File: src/rtl/btn_cond_pkg.sv
// Shared types and helpers for the button conditioning bank.
package btn_cond_pkg;

  typedef enum logic [1:0] {
    IDLE = 2'd0,
    WAIT = 2'd1,
    RPT  = 2'd2
  } rpt_state_t;

  // Bits needed to hold the larger of the two repeat intervals.
  function automatic int cnt_width(input int dly, input int rate);
    int big;
    big = (dly > rate) ? dly : rate;
    return $clog2(big + 1);
  endfunction

endpackage

File: src/rtl/btn_cond_chan.sv
// One button channel: 2-flop synchroniser, tick-sampled debounce,
// press/release pulses and an optional hold-to-repeat FSM.
module btn_cond_chan
  import btn_cond_pkg::*;
#(
  parameter int DB_TICKS    = 2,
  parameter int REPEAT_DLY  = 50,
  parameter int REPEAT_RATE = 10,
  parameter bit RPT_EN      = 1'b0
) (
  input  logic clk,
  input  logic reset_n,
  input  logic tick,
  input  logic btn_in,
  output logic level,
  output logic press,
  output logic rel,
  output logic act
);

  localparam int RPT_W = cnt_width(REPEAT_DLY, REPEAT_RATE);
  localparam logic [3:0]       DB_LAST   = 4'(DB_TICKS - 1);
  localparam logic [RPT_W-1:0] DLY_LAST  = RPT_W'(REPEAT_DLY - 1);
  localparam logic [RPT_W-1:0] RATE_LAST = RPT_W'(REPEAT_RATE - 1);

  logic             sync1;
  logic             sync2;
  logic [3:0]       db_cnt;
  logic [RPT_W-1:0] rpt_cnt;
  rpt_state_t       state;

  logic differ;
  logic accept;
  logic press_evt;
  logic rel_evt;
  logic rpt_evt;

  assign differ    = sync2 ^ level;
  assign accept    = tick & differ & (db_cnt == DB_LAST);
  assign press_evt = accept & sync2;
  assign rel_evt   = accept & ~sync2;

  // A release on the same tick suppresses any repeat that falls due.
  always_comb begin
    rpt_evt = 1'b0;
    if (tick && !rel_evt) begin
      case (state)
        WAIT:    rpt_evt = (rpt_cnt == DLY_LAST);
        RPT:     rpt_evt = (rpt_cnt == RATE_LAST);
        default: rpt_evt = 1'b0;
      endcase
    end
  end

  always_ff @(posedge clk or negedge reset_n) begin
    if (!reset_n) begin
      sync1   <= 1'b0;
      sync2   <= 1'b0;
      db_cnt  <= '0;
      level   <= 1'b0;
      press   <= 1'b0;
      rel     <= 1'b0;
      act     <= 1'b0;
      rpt_cnt <= '0;
      state   <= IDLE;
    end else begin
      sync1 <= btn_in;
      sync2 <= sync1;
      press <= press_evt;
      rel   <= rel_evt;
      act   <= press_evt | rpt_evt;

      if (tick) begin
        if (!differ) begin
          db_cnt <= '0;
        end else if (accept) begin
          level  <= sync2;
          db_cnt <= '0;
        end else begin
          db_cnt <= db_cnt + 4'd1;
        end
      end

      case (state)
        IDLE: begin
          rpt_cnt <= '0;
          if (press_evt && RPT_EN) state <= WAIT;
        end
        WAIT, RPT: begin
          if (rel_evt) begin
            state   <= IDLE;
            rpt_cnt <= '0;
          end else if (tick) begin
            if (rpt_evt) begin
              rpt_cnt <= '0;
              state   <= RPT;
            end else begin
              rpt_cnt <= rpt_cnt + RPT_W'(1);
            end
          end
        end
        default: begin
          state   <= IDLE;
          rpt_cnt <= '0;
        end
      endcase
    end
  end

endmodule

File: src/rtl/btn_cond_bank.sv
// Bank of N_BTN button conditioners sharing one free-running prescaler
// whose all-ones state provides the slow-rate tick.
module btn_cond_bank
  import btn_cond_pkg::*;
#(
  parameter int               N_BTN       = 5,
  parameter int               TICK_W      = 20,
  parameter int               DB_TICKS    = 2,
  parameter int               REPEAT_DLY  = 50,
  parameter int               REPEAT_RATE = 10,
  parameter logic [N_BTN-1:0] REPEAT_EN   = {N_BTN{1'b0}}
) (
  input  logic             clk,
  input  logic             reset_n,
  input  logic [N_BTN-1:0] btn_in,
  output logic             tick,
  output logic [N_BTN-1:0] btn_level,
  output logic [N_BTN-1:0] btn_press,
  output logic [N_BTN-1:0] btn_release,
  output logic [N_BTN-1:0] btn_act
);

  logic [TICK_W-1:0] pre_cnt;

  always_ff @(posedge clk or negedge reset_n) begin
    if (!reset_n) pre_cnt <= '0;
    else          pre_cnt <= pre_cnt + TICK_W'(1);
  end

  // Decoded from a register, so the strobe cannot glitch.
  assign tick = &pre_cnt;

  for (genvar i = 0; i < N_BTN; i++) begin : g_chan
    btn_cond_chan #(
      .DB_TICKS   (DB_TICKS),
      .REPEAT_DLY (REPEAT_DLY),
      .REPEAT_RATE(REPEAT_RATE),
      .RPT_EN     (REPEAT_EN[i])
    ) u_chan (
      .clk    (clk),
      .reset_n(reset_n),
      .tick   (tick),
      .btn_in (btn_in[i]),
      .level  (btn_level[i]),
      .press  (btn_press[i]),
      .rel    (btn_release[i]),
      .act    (btn_act[i])
    );
  end

endmodule

File: config.mk
export PLATFORM = sky130hd
export DESIGN_NAME = btn_cond_bank
export DESIGN_NICKNAME = d
export VERILOG_FILES = /design/src/rtl/btn_cond_pkg.sv /design/src/rtl/btn_cond_chan.sv /design/src/rtl/btn_cond_bank.sv
export SDC_FILE = /design/constraint.sdc
export NUM_CORES = 1
export LEC_CHECK = 0
export CORE_MARGIN = 2
export CORE_UTILIZATION = 32
export CTS_CLUSTER_DIAMETER = 30
export DETAILED_ROUTE_END_ITERATION = 8
export PLACE_DENSITY = 0.54
export SYNTH_ARGS = -nofsm -noshare
export SYNTH_HDL_FRONTEND = slang
export SYNTH_HIERARCHICAL = 1
export SYNTH_SLANG_ARGS = --single-unit
export TNS_END_PERCENT = 5
File: constraint.sdc
create_clock -name clk -period 3.2 [get_ports clk]
set_input_delay 0.64 -clock clk [delete_from_list [all_inputs] [get_ports clk]]
set_output_delay 0.64 -clock clk [all_outputs]
set_load 0.01 [all_outputs]
==> impl_metrics.tcl <==
set metrics [dict create \
    outcome "finished clean" \
    via_per_inst 4.91 \
    area_growth_pct 16.0 \
    worstSetupEndpointType "output pin" \
    crit-reg2reg-launch "pre_cnt[0]$_DFF_PN0_" \
    setup_slack_ns 0.400 \
    wl_per_cell_um 13.0 \
    clkSlewWorstSetupHoldPaths_ns 0.07 \
    synth_area_um2 5040 \
    root_buffer "clkbuf_16" \
    cts-hold-fix-buffers 0 \
    layout.nets 489 \
    ir_drop_mv 0.257 \
    stdcell_area_um2 5840 \
    power.leakage_nw 2.40 \
    die_w_um 129 \
    grt_max_degree 54 \
    fin_setup_tns_ns 0 \
    maxSlewHeadroom 0.540 \
    hpwl_mm 6.20 \
    io_buffers 27 \
    cts_resized 0 \
    route.vias.total 3321 \
    row_count 45 \
    drc_errors 0 \
    hold_viol 0 \
    rrSetupSlack_ns 0.64 \
    fin_cells 676 \
    r2r_end "g_chan[4].u_chan/rpt_cnt[3]$_DFFE_PN0P_" \
    die_h_um 129 \
    period_minus_slack_ns 2.80 \
    dpl_cell_area_um2 5540 \
    numCtsBuffers 9 \
    final_common_cell "dfrtp_1" \
    dieArea_um2 16800 \
    synth_edf_count 0 \
    powerDensity_nw_per_um2 426 \
    clock_latency_ns 0.35 \
    antenna_found_initial 0 \
    syn-num-nets 460 \
    syn_area_per_cell_um2 11.7 \
    dp_slack_ns 0.590 \
    hold_path_class "input port to async pin" \
    crit_fanout 4 \
    ys.flop_type "dfrtp_1" \
    ys_async_sr_fraction 1.00 \
    setup_viol 0 \
    grt_remaining_overflow 0 \
    final.period_utilization 0.875 \
    reg2reg_depth 8 \
    cts_buffer_depth 2 \
    yosys_register_bits 105 \
    drive_gt1_frac 0.127 \
    synth_cell_types 45 \
    cts.htree.levels 3 \
    syn_inst 432 \
    tritoncts_num_sinks 105 \
    antenna_left 0 \
    placed_cells 661 \
    gp_congestion 0.762 \
    yosysWarnings 6 \
    grt_pass1_vias 3296 \
    slew_viol_final 0 \
    drtPass1Iterations 6 \
    layout_common_cells "dfrtp_1 (105), inv_1 (30), nand2_1 (30)" \
    grt_pass1_wl_mm 15.6 \
    worstMarginPinSlew_ns 0.689 \
    crit_type "register to output pin" \
    synth_seq_area_share 0.522 \
    pin_count 28 \
    cts_tree "done" \
    crit_required_ns 2.56 \
    grt_setup_unrepaired "no" \
    drv_cap 0 \
    cts_setup_buffers 0 \
    routed_wl_mm 8.79 \
    drtIter0Drc 148 \
    skew_ns 0.00506 \
    fmaxAchievable_ghz 0.357 \
    start_util 0.329 \
    diodes 0 \
    core_area_um2 15300 \
    grtUsageTotal 0.117 \
    cp-start-kind "register" \
    arrival_ns 2.16 \
]
[cells by family after synthesis]
logic type	synth area share
fa+ha+maj	0.0522
compound gates	0.109
simple gates	0.194
xor+xnor	0.0648
buf+inv	0.0390
flops	0.522
mux	0.0199
[layout make-up]
cell class | count | area (µm²)
Clock inverter | 2 | 37.5
Fill cell | 1514 | 9470
Inverter | 32 | 120
Tap cell | 211 | 264
Timing Repair Buffer | 32 | 318
Clock buffer | 13 | 260
Sequential cell | 105 | 2630
Multi-Input combinational cell | 281 | 2210
[worst max path at each step]
| stage | start | end | slack [ns] | cells past startpoint |
|---|---|---|---|---|
| finish | pre_cnt[0]$_DFF_PN0_ | tick | 0.40 | 5 |
| global route | pre_cnt[0]$_DFF_PN0_ | tick | 0.27 | 5 |
| CTS | pre_cnt[0]$_DFF_PN0_ | tick | 0.36 | 5 |
| detailed placement | pre_cnt[0]$_DFF_PN0_ | g_chan[4].u_chan/rpt_cnt[3]$_DFFE_PN0P_ | 0.59 | 8 |
| global placement | pre_cnt[0]$_DFF_PN0_ | g_chan[2].u_chan/rpt_cnt[5]$_DFFE_PN0P_ | 0.73 | 8 |
| floorplan | pre_cnt[0]$_DFF_PN0_ | g_chan[0].u_chan/rpt_cnt[5]$_DFFE_PN0P_ | 0.97 | 8 |
[state kept, by name, indices dropped and copies added, names as in the netlist]
register,flops
g_chan.u_chan/act,5
g_chan.u_chan/db_cnt,20
g_chan.u_chan/level,5
g_chan.u_chan/press,5
g_chan.u_chan/rel,5
g_chan.u_chan/rpt_cnt,30
g_chan.u_chan/state,5
g_chan.u_chan/sync1,5
g_chan.u_chan/sync2,5
pre_cnt,20
[critical path: stages, from the launching register on]
cell,delay (ns)
dfrtp_1,0.39
ha_1,0.22
nand4_1,0.19
nor4_4,0.21
and3_2,0.25
clkdlybuf4s50_1,0.57
[Yosys cell counts (all sizes together), types with 12 or more instances]
cell	n	area, µm²
nand3	26	140
and3	12	76.3
o31ai	15	181
xor2	13	151
inv	32	120
nor3	17	120
nand2	31	119
dfrtp	105	2630
ha	21	263
xnor2	20	175
nand4	15	93.8
[stage by stage]
step / power, mW / hold slack [ns] / util
CTS: 2.54 / 0.351 / 0.381
finish: 2.49 / 0.326 / 0.381
global placement: 1.41 / 0.332 / 0.362
detailed placement: 1.41 / 0.336 / 0.362
global route: 2.60 / 0.355 / 0.381
floorplan: 1.37 / 0.331 / -
[report_power, final]
group / total [mW] / switching, mW / internal, mW
registers: 1.34 / 0.00811 / 1.33
logic: 0.0430 / 0.0313 / 0.0118
clock network: 1.10 / 0.457 / 0.645
total: 2.49 / 0.497 / 1.99
[routing by layer]
metal,track usage,part of all wire,vias to the layer above
met3,0.0372,0.040,13
met4,0.0436,0.016,0
li1,-,-,1622
met2,0.188,0.48,46
met1,0.147,0.46,1640
met5,0,0,-
No activity file was read; power rests on OpenSTA's default activity.
